$ cat src/rtl/cache_types.sv
// rtl/cache_types.sv - shared state encoding and mux select constants for the L1 cache controller
package cache_types;

  typedef enum logic [1:0] {
    IDLE      = 2'd0,
    CHECK     = 2'd1,
    WRITEBACK = 2'd2,
    FILL      = 2'd3
  } state_t;

  localparam logic SEL_CPU  = 1'b0;
  localparam logic SEL_PMEM = 1'b1;

  localparam logic ADDR_CPU = 1'b0;
  localparam logic ADDR_WB  = 1'b1;

endpackage

$ cat src/rtl/sat_counter.sv
// rtl/sat_counter.sv - up counter that sticks at all-ones instead of wrapping
module sat_counter #(
  parameter int WIDTH = 16
) (
  input  logic             clk,
  input  logic             rst,
  input  logic             inc,
  output logic [WIDTH-1:0] count
);

  always_ff @(posedge clk or posedge rst) begin
    if (rst) begin
      count <= '0;
    end else if (inc && (count != {WIDTH{1'b1}})) begin
      count <= count + 1'b1;
    end
  end

endmodule

$ cat src/rtl/cache_control.sv
// rtl/cache_control.sv - sequencing FSM for the direct-mapped write-back L1 cache:
// decodes CPU requests, runs writeback/fill on physical memory, counts hits and misses.
module cache_control
  import cache_types::*;
#(
  parameter int CNT_WIDTH = 16
) (
  input  logic                 clk,
  input  logic                 rst,
  input  logic                 mem_read,
  input  logic                 mem_write,
  output logic                 mem_resp,
  input  logic                 hit,
  input  logic                 dirty,
  output logic                 pmem_read,
  output logic                 pmem_write,
  input  logic                 pmem_resp,
  output logic                 valid_load,
  output logic                 tag_load,
  output logic                 dirty_load,
  output logic                 dirty_in,
  output logic                 data_load,
  output logic                 data_sel,
  output logic                 addr_sel,
  output logic [CNT_WIDTH-1:0] hit_count,
  output logic [CNT_WIDTH-1:0] miss_count
);

  state_t r_state;
  state_t w_next;
  logic   r_refill;
  logic   w_req;
  logic   w_hit_inc;
  logic   w_miss_inc;

  assign w_req = mem_read | mem_write;

  always_ff @(posedge clk or posedge rst) begin
    if (rst) begin
      r_state <= IDLE;
    end else begin
      r_state <= w_next;
    end
  end

  // Marks the CHECK that follows a fill so its guaranteed hit is not counted as a first-try hit.
  always_ff @(posedge clk or posedge rst) begin
    if (rst) begin
      r_refill <= 1'b0;
    end else if ((r_state == FILL) && pmem_resp) begin
      r_refill <= 1'b1;
    end else if (r_state == CHECK) begin
      r_refill <= 1'b0;
    end
  end

  always_comb begin
    w_next     = r_state;
    mem_resp   = 1'b0;
    pmem_read  = 1'b0;
    pmem_write = 1'b0;
    valid_load = 1'b0;
    tag_load   = 1'b0;
    dirty_load = 1'b0;
    dirty_in   = 1'b0;
    data_load  = 1'b0;
    data_sel   = SEL_CPU;
    addr_sel   = ADDR_CPU;
    w_hit_inc  = 1'b0;
    w_miss_inc = 1'b0;

    case (r_state)
      IDLE: begin
        if (w_req) begin
          w_next = CHECK;
        end
      end

      CHECK: begin
        if (!w_req) begin
          w_next = IDLE;
        end else if (hit) begin
          mem_resp  = 1'b1;
          w_hit_inc = ~r_refill;
          w_next    = IDLE;
          if (mem_write) begin
            data_load  = 1'b1;
            data_sel   = SEL_CPU;
            dirty_load = 1'b1;
            dirty_in   = 1'b1;
          end
        end else begin
          w_miss_inc = 1'b1;
          w_next     = dirty ? WRITEBACK : FILL;
        end
      end

      WRITEBACK: begin
        pmem_write = 1'b1;
        addr_sel   = ADDR_WB;
        if (pmem_resp) begin
          w_next = FILL;
        end
      end

      FILL: begin
        pmem_read = 1'b1;
        addr_sel  = ADDR_CPU;
        if (pmem_resp) begin
          data_load  = 1'b1;
          data_sel   = SEL_PMEM;
          tag_load   = 1'b1;
          valid_load = 1'b1;
          dirty_load = 1'b1;
          dirty_in   = 1'b0;
          w_next     = CHECK;
        end
      end

      default: begin
        w_next = IDLE;
      end
    endcase
  end

  sat_counter #(.WIDTH(CNT_WIDTH)) u_hit_counter (
    .clk   (clk),
    .rst   (rst),
    .inc   (w_hit_inc),
    .count (hit_count)
  );

  sat_counter #(.WIDTH(CNT_WIDTH)) u_miss_counter (
    .clk   (clk),
    .rst   (rst),
    .inc   (w_miss_inc),
    .count (miss_count)
  );

endmodule

$ cat config.mk
export PLATFORM = sky130hd
export DESIGN_NAME = cache_control
export DESIGN_NICKNAME = d
export VERILOG_FILES = /design/src/rtl/cache_types.sv /design/src/rtl/sat_counter.sv /design/src/rtl/cache_control.sv
export SDC_FILE = /design/constraint.sdc
export NUM_CORES = 1
export LEC_CHECK = 0
export BUFFER_PORTS_ARGS = -buffer_cell sky130_fd_sc_hd__buf_4
export CAP_MARGIN = 5
export CORE_ASPECT_RATIO = 2
export CORE_UTILIZATION = 46
export CTS_CLUSTER_SIZE = 28
export DETAILED_ROUTE_END_ITERATION = 10
export PLACE_DENSITY_LB_ADDON = 0.05
export SYNTH_ARGS = -nofsm -noshare
export SYNTH_HDL_FRONTEND = slang
export SYNTH_SLANG_ARGS = --single-unit
$ cat constraint.sdc
create_clock -name clk -period 1.8 [get_ports clk]
set_input_delay 0 -clock clk [delete_from_list [all_inputs] [get_ports clk]]
set_output_delay 0 -clock clk [all_outputs]
set_load 0.005 [all_outputs]
# Yosys cells after proc, flatten, opt, wreduce, memory -nomap -nowiden
# Cells that the tools add are included.
# Widths: inputs -> output; s select.
# totals
regBits	35
input_bits	7
out_inout_bits	42
word_cells	49
# classes
addsub	2
n_eq_ne	8
mux	27
n_bitwise	2
reduce_logical	6
# ops
cell	count
$add 16x1->16 const B	2
$ne 16x16->1 const B	2
$mux 1	20
$mux 2	5
$pmux 2 s4	1
$ne 2x2->1 const B	3
$eq 2x2->1 const B	2
$logic_and 1x1->1	3
$reduce_and 3->1	1
$eq 2x1->1 const B	1
$logic_not 2->1	1
$pmux 1 s2	1
$reduce_bool 2->1	1
$not 1->1	1
$or 1x1->1	1

# Depth between registers and ports, before layout
# logic_depth
word_depth	5
ltp_mapped	7
mapped_depth_nobuf	6

# By module
# From an unflattened synthesis, not the netlist that was laid out.
# hier_totals
cells_unflattened	178
hier_area_um2	1923.1
# modules_own_cells
module	instances	cells_each	area_per_inst_um2	seq_area_each_um2
sat_counter	2	71	805.8	400.4
cache_control	1	36	311.5	75.1

# Worst setup path before layout
# Ideal clock, no wire load.
# synth_timing
path_kind	reg2reg
startpoint	reg r_state[1]
endpoint	reg u_miss_counter.count[12]
setup_time_ns	0.128
arrival_time_ns	1.680
t_required_ns	1.672
slack_ns	-0.008
path_stages_with_launch	8
n_path_buf	1
synth_period_minus_slack_ns	1.808
cell_sequence	dfrtp_1 -> inv_1 -> ha_1 -> nand2b_1 -> or3_1 -> buf_2 -> nor3_1 -> mux2_1
# synth_between
elab_chain_len	3
# synth_rtl
item	line	text
start, declared	cache_control.sv:29	state_t r_state;
start signal, assigned	cache_control.sv:42	r_state <= w_next;
$eq 2x1->1	cache_control.sv:72	case (r_state)
$mux 1	cache_control.sv:72	
$logic_and 1x1->1	sat_counter.sv:14	end else if (inc && (count != {WIDTH{1'b1}})) begin
end signal, assigned	sat_counter.sv:15	count <= count + 1'b1;
end, declared	sat_counter.sv:8	output logic [WIDTH-1:0] count
# Every way passes these cells.
# A chain may end at the register's enable or synchronous reset.

# Worst setup path in the final report
# layout_timing
startpoint	reg r_state[0]
endpoint	reg u_miss_counter.count[12]
# Same word-level chain as after synthesis.

==> run summary <==
Max-slew violations -> 0
Wirelength per Cell -> 15.3 µm
Post-synthesis mux area share -> 3.51%
Utilization after layout -> 65.9%
Initial Util -> 48.2%
Largest family of logic cells by synthesized area -> simple AND/OR/NAND/NOR gates
MaxCap Viol Count -> 0
Total track usage -> 23.5%
Synth Flop Type -> dfrtp_1
Slew HR -> 70.1%
GRT overflow -> 0
Most frequent cell after synthesis -> dfrtp_1
Synth area leaders -> dfrtp_1 47%, xnor2_1 7.1%, xor2_1 5.2%
Nets -> 256
WP data required -> 1.96 ns
Via count of the first global-routing pass -> 1672
# fillers -> 340
Synth cell count leaders -> 35 x dfrtp_1, 15 x xnor2_1, 13 x nand3_1, 12 x nand2_1, 11 x xor2_1
Simple-Gate Fraction of Synth Area -> 26.1%
Reg2reg start -> r_state[0]
Total Routed Length -> 4500 µm
Root Buffer -> clkbuf_8
FMAX -> 579 MHz
Via Count -> 1610
Num rows -> 32
Worst EP arrival -> 1.89 ns
Synth Instances -> 178
DP Area -> 0.00237 mm²
Boundary pin count -> 49
IO Port Bufs -> 48
Avg Inst Size Synth -> 10.4 µm²
Setup Skew -> 0.00781 ns
Hold Crit Class -> in -> reg
Synth Area in Adders -> 4.05%
CP Capture Type -> flop
Postcts setup bufs -> 0
Largest net degree at the start of global routing -> 36
Critical path peak fanout -> 6
Die X -> 46.9 µm
Leakage power -> 1.27 nW
Worst-skew pair later-pin latency -> 0.29 ns
Unrepaired setup endpoints after global routing -> false
Syn. warnings -> 0
Post-synth ARST share -> 100%
Register area share after synthesis -> 47.3%
Min Tclk post-route -> 1.73 ns
Synth unique cells -> 37
Pre-antenna DRT Iters -> 4
CTS Buf Count -> 5
Crit share post-route -> 96.0%
First-pass GRT wire length -> 7360 µm
#FFs+latches synth -> 35
Die area -> 0.00430 mm²
Vias per std cell -> 5.46
TritonCTS clock tree -> done
1st-iter DRT viols -> 14
Post-Synth XOR/XNOR Area -> 12.3%
Peak VDD IR -> 0.000735 V
Post-synth EDFFs -> 0
Clock Pin Slew Worst Setup and Hold Paths -> 0.07 ns
Worst Tran Pin Value -> 0.449 ns
Cell area after synthesis -> 0.00185 mm²
Clk buf depth -> 2
H-tree depth -> 2
Clk sink count -> 35
Most area-hungry cell type in the Yosys netlist -> dfrtp_1
DP Wirelength -> 3350 µm
RePlAce Congestion -> 0.782
Top cell type's share of synthesized area -> 47.3%
Design area -> 0.00253 mm²
Critical path class -> reg -> reg
Final setup viols -> 0
Compound-gate portion of the synthesized area -> 3.11%
Power Density -> 1050 mW/mm²
Worst Setup SP -> r_state[0]
Die height -> 91.8 µm
Fin. Hold Viols -> 0
Core Box Area -> 0.00384 mm²
Crit-path slowest cell -> dfrtp_1
Share of layout cells above drive strength 1 -> 35.7%
Crit start category -> flop
Syn_nets -> 191
CP Cell Sequence -> ha_4 > nand2b_1 > or3_4 > nor3_2 > mux2_1
HP Start -> pmem_resp
Synthesis-to-layout area growth -> 36.7%
Status -> complete, no violations
Residual DRC count -> 0
Initial antenna violation count -> 0
Antenna viol nets, final -> 0
# diodes -> 0
Slowest stage delay, CP -> 0.45 ns
## cell type report
cell class / instances / area [µm²] / area share, %
timing repair buffer: 66 / 498 / 19.7
tap: 51 / 63.8 / 2.52
sequential: 35 / 876 / 34.6
inverter: 6 / 22.5 / 0.889
multi-input combinational: 129 / 955 / 37.7
clock buffer: 6 / 82.6 / 3.26
clock inverter: 2 / 35.0 / 1.38
## timing repair
action,in CTS,in global routing
endpoints found under the hold margin,35,0
resized for setup,3,5
setup endpoints to repair,3,12
pin swaps,0,2
cloned,0,0
hold buffers,1,0
## placed cells by master (no fill, tap or decap), types with 2 or more instances in the layout
cell / Yosys / layout
nand4_1: 9 / 9
nand3_1: 13 / 13
dfrtp_1: 35 / 35
nor2_1: 4 / 3
o21ai_0: 2 / 2
a31oi_1: 2 / 2
nand4b_1: 2 / 2
nor3_1: 7 / 6
and4_1: 4 / 4
xnor2_1: 15 / 15
nor2_2: 1 / 2
a21oi_1: 3 / 3
nor4_2: 0 / 3
inv_1: 6 / 5
nor2b_1: 3 / 3
buf_4: 4 / 65
mux2_1: 3 / 3
clkbuf_8: 0 / 6
mux2i_1: 2 / 2
and3_1: 8 / 8
xor2_1: 11 / 11
nand2_1: 12 / 12
ha_1: 6 / 5
nor4_1: 7 / 4
## stage by stage
stage | power [W] | instances | hold WS (ns) | setup WS (ns) | setup TNS, ns
after detailed placement | 0.00192 | 286 | 0.135 | -0.0527 | -0.117
after global placement | 0.00187 | 286 | 0.133 | 0.0330 | 0
after floorplan | 0.00148 | 178 | 0.138 | 0.0352 | 0
after global routing | 0.00284 | 295 | 0.144 | 0.0101 | 0
after CTS | 0.00267 | 295 | 0.116 | 0.0156 | 0
final | 0.00266 | 295 | 0.122 | 0.0721 | 0
## power breakdown
group	leakage (nW)	internal (W)	switching (W)
sequential	0.464	0.000922	0.000158
combinational	0.747	0.000480	0.000372
clock	0.0612	0.000448	0.000285
## layer usage
layer | GRT usage (%) | up-vias | wire length [µm]
li1 | - | 760 | -
met1 | 22.3 | 802 | 1560
met2 | 43.8 | 38 | 2660
met3 | 3.74 | 10 | 167
met4 | 11.7 | 0 | 120
met5 | 0 | - | 0
## registers in the layout, summed over array words and instances (netlist names)
| register | count |
|---|---|
| u_hit_counter.count | 16 |
| u_miss_counter.count | 16 |
| r_state | 2 |
| r_refill | 1 |
## worst max-delay path, delay by kind of cell, from the launching register on
kind | cells | cell delay, ns
adder cells (fa/ha/maj) | 1 | 0.18
multiplexers | 1 | 0.34
AND/OR/NAND/NOR | 3 | 0.63
flip-flops | 1 | 0.45
## path summary, 6_finish.rpt
kind,to,slack (ns),depth (start not counted)
worst max-delay path,u_miss_counter.count[12],0.07,5
worst min-delay path,r_state[1],0.12,3
worst max register to register,u_miss_counter.count[12],0.07,5
worst min register to register,u_miss_counter.count[15],0.50,1
max in group asynchronous,u_miss_counter.count[14],1.10,4
min in group asynchronous,u_hit_counter.count[2],0.38,4
## cells by family after synthesis
kind of cell	count (synthesis)
xor+xnor	26
flops	35
buf+inv	14
compound gates	10
simple gates	81
mux	6
fa+ha+maj	6
Power figures use the tool's default switching activity.
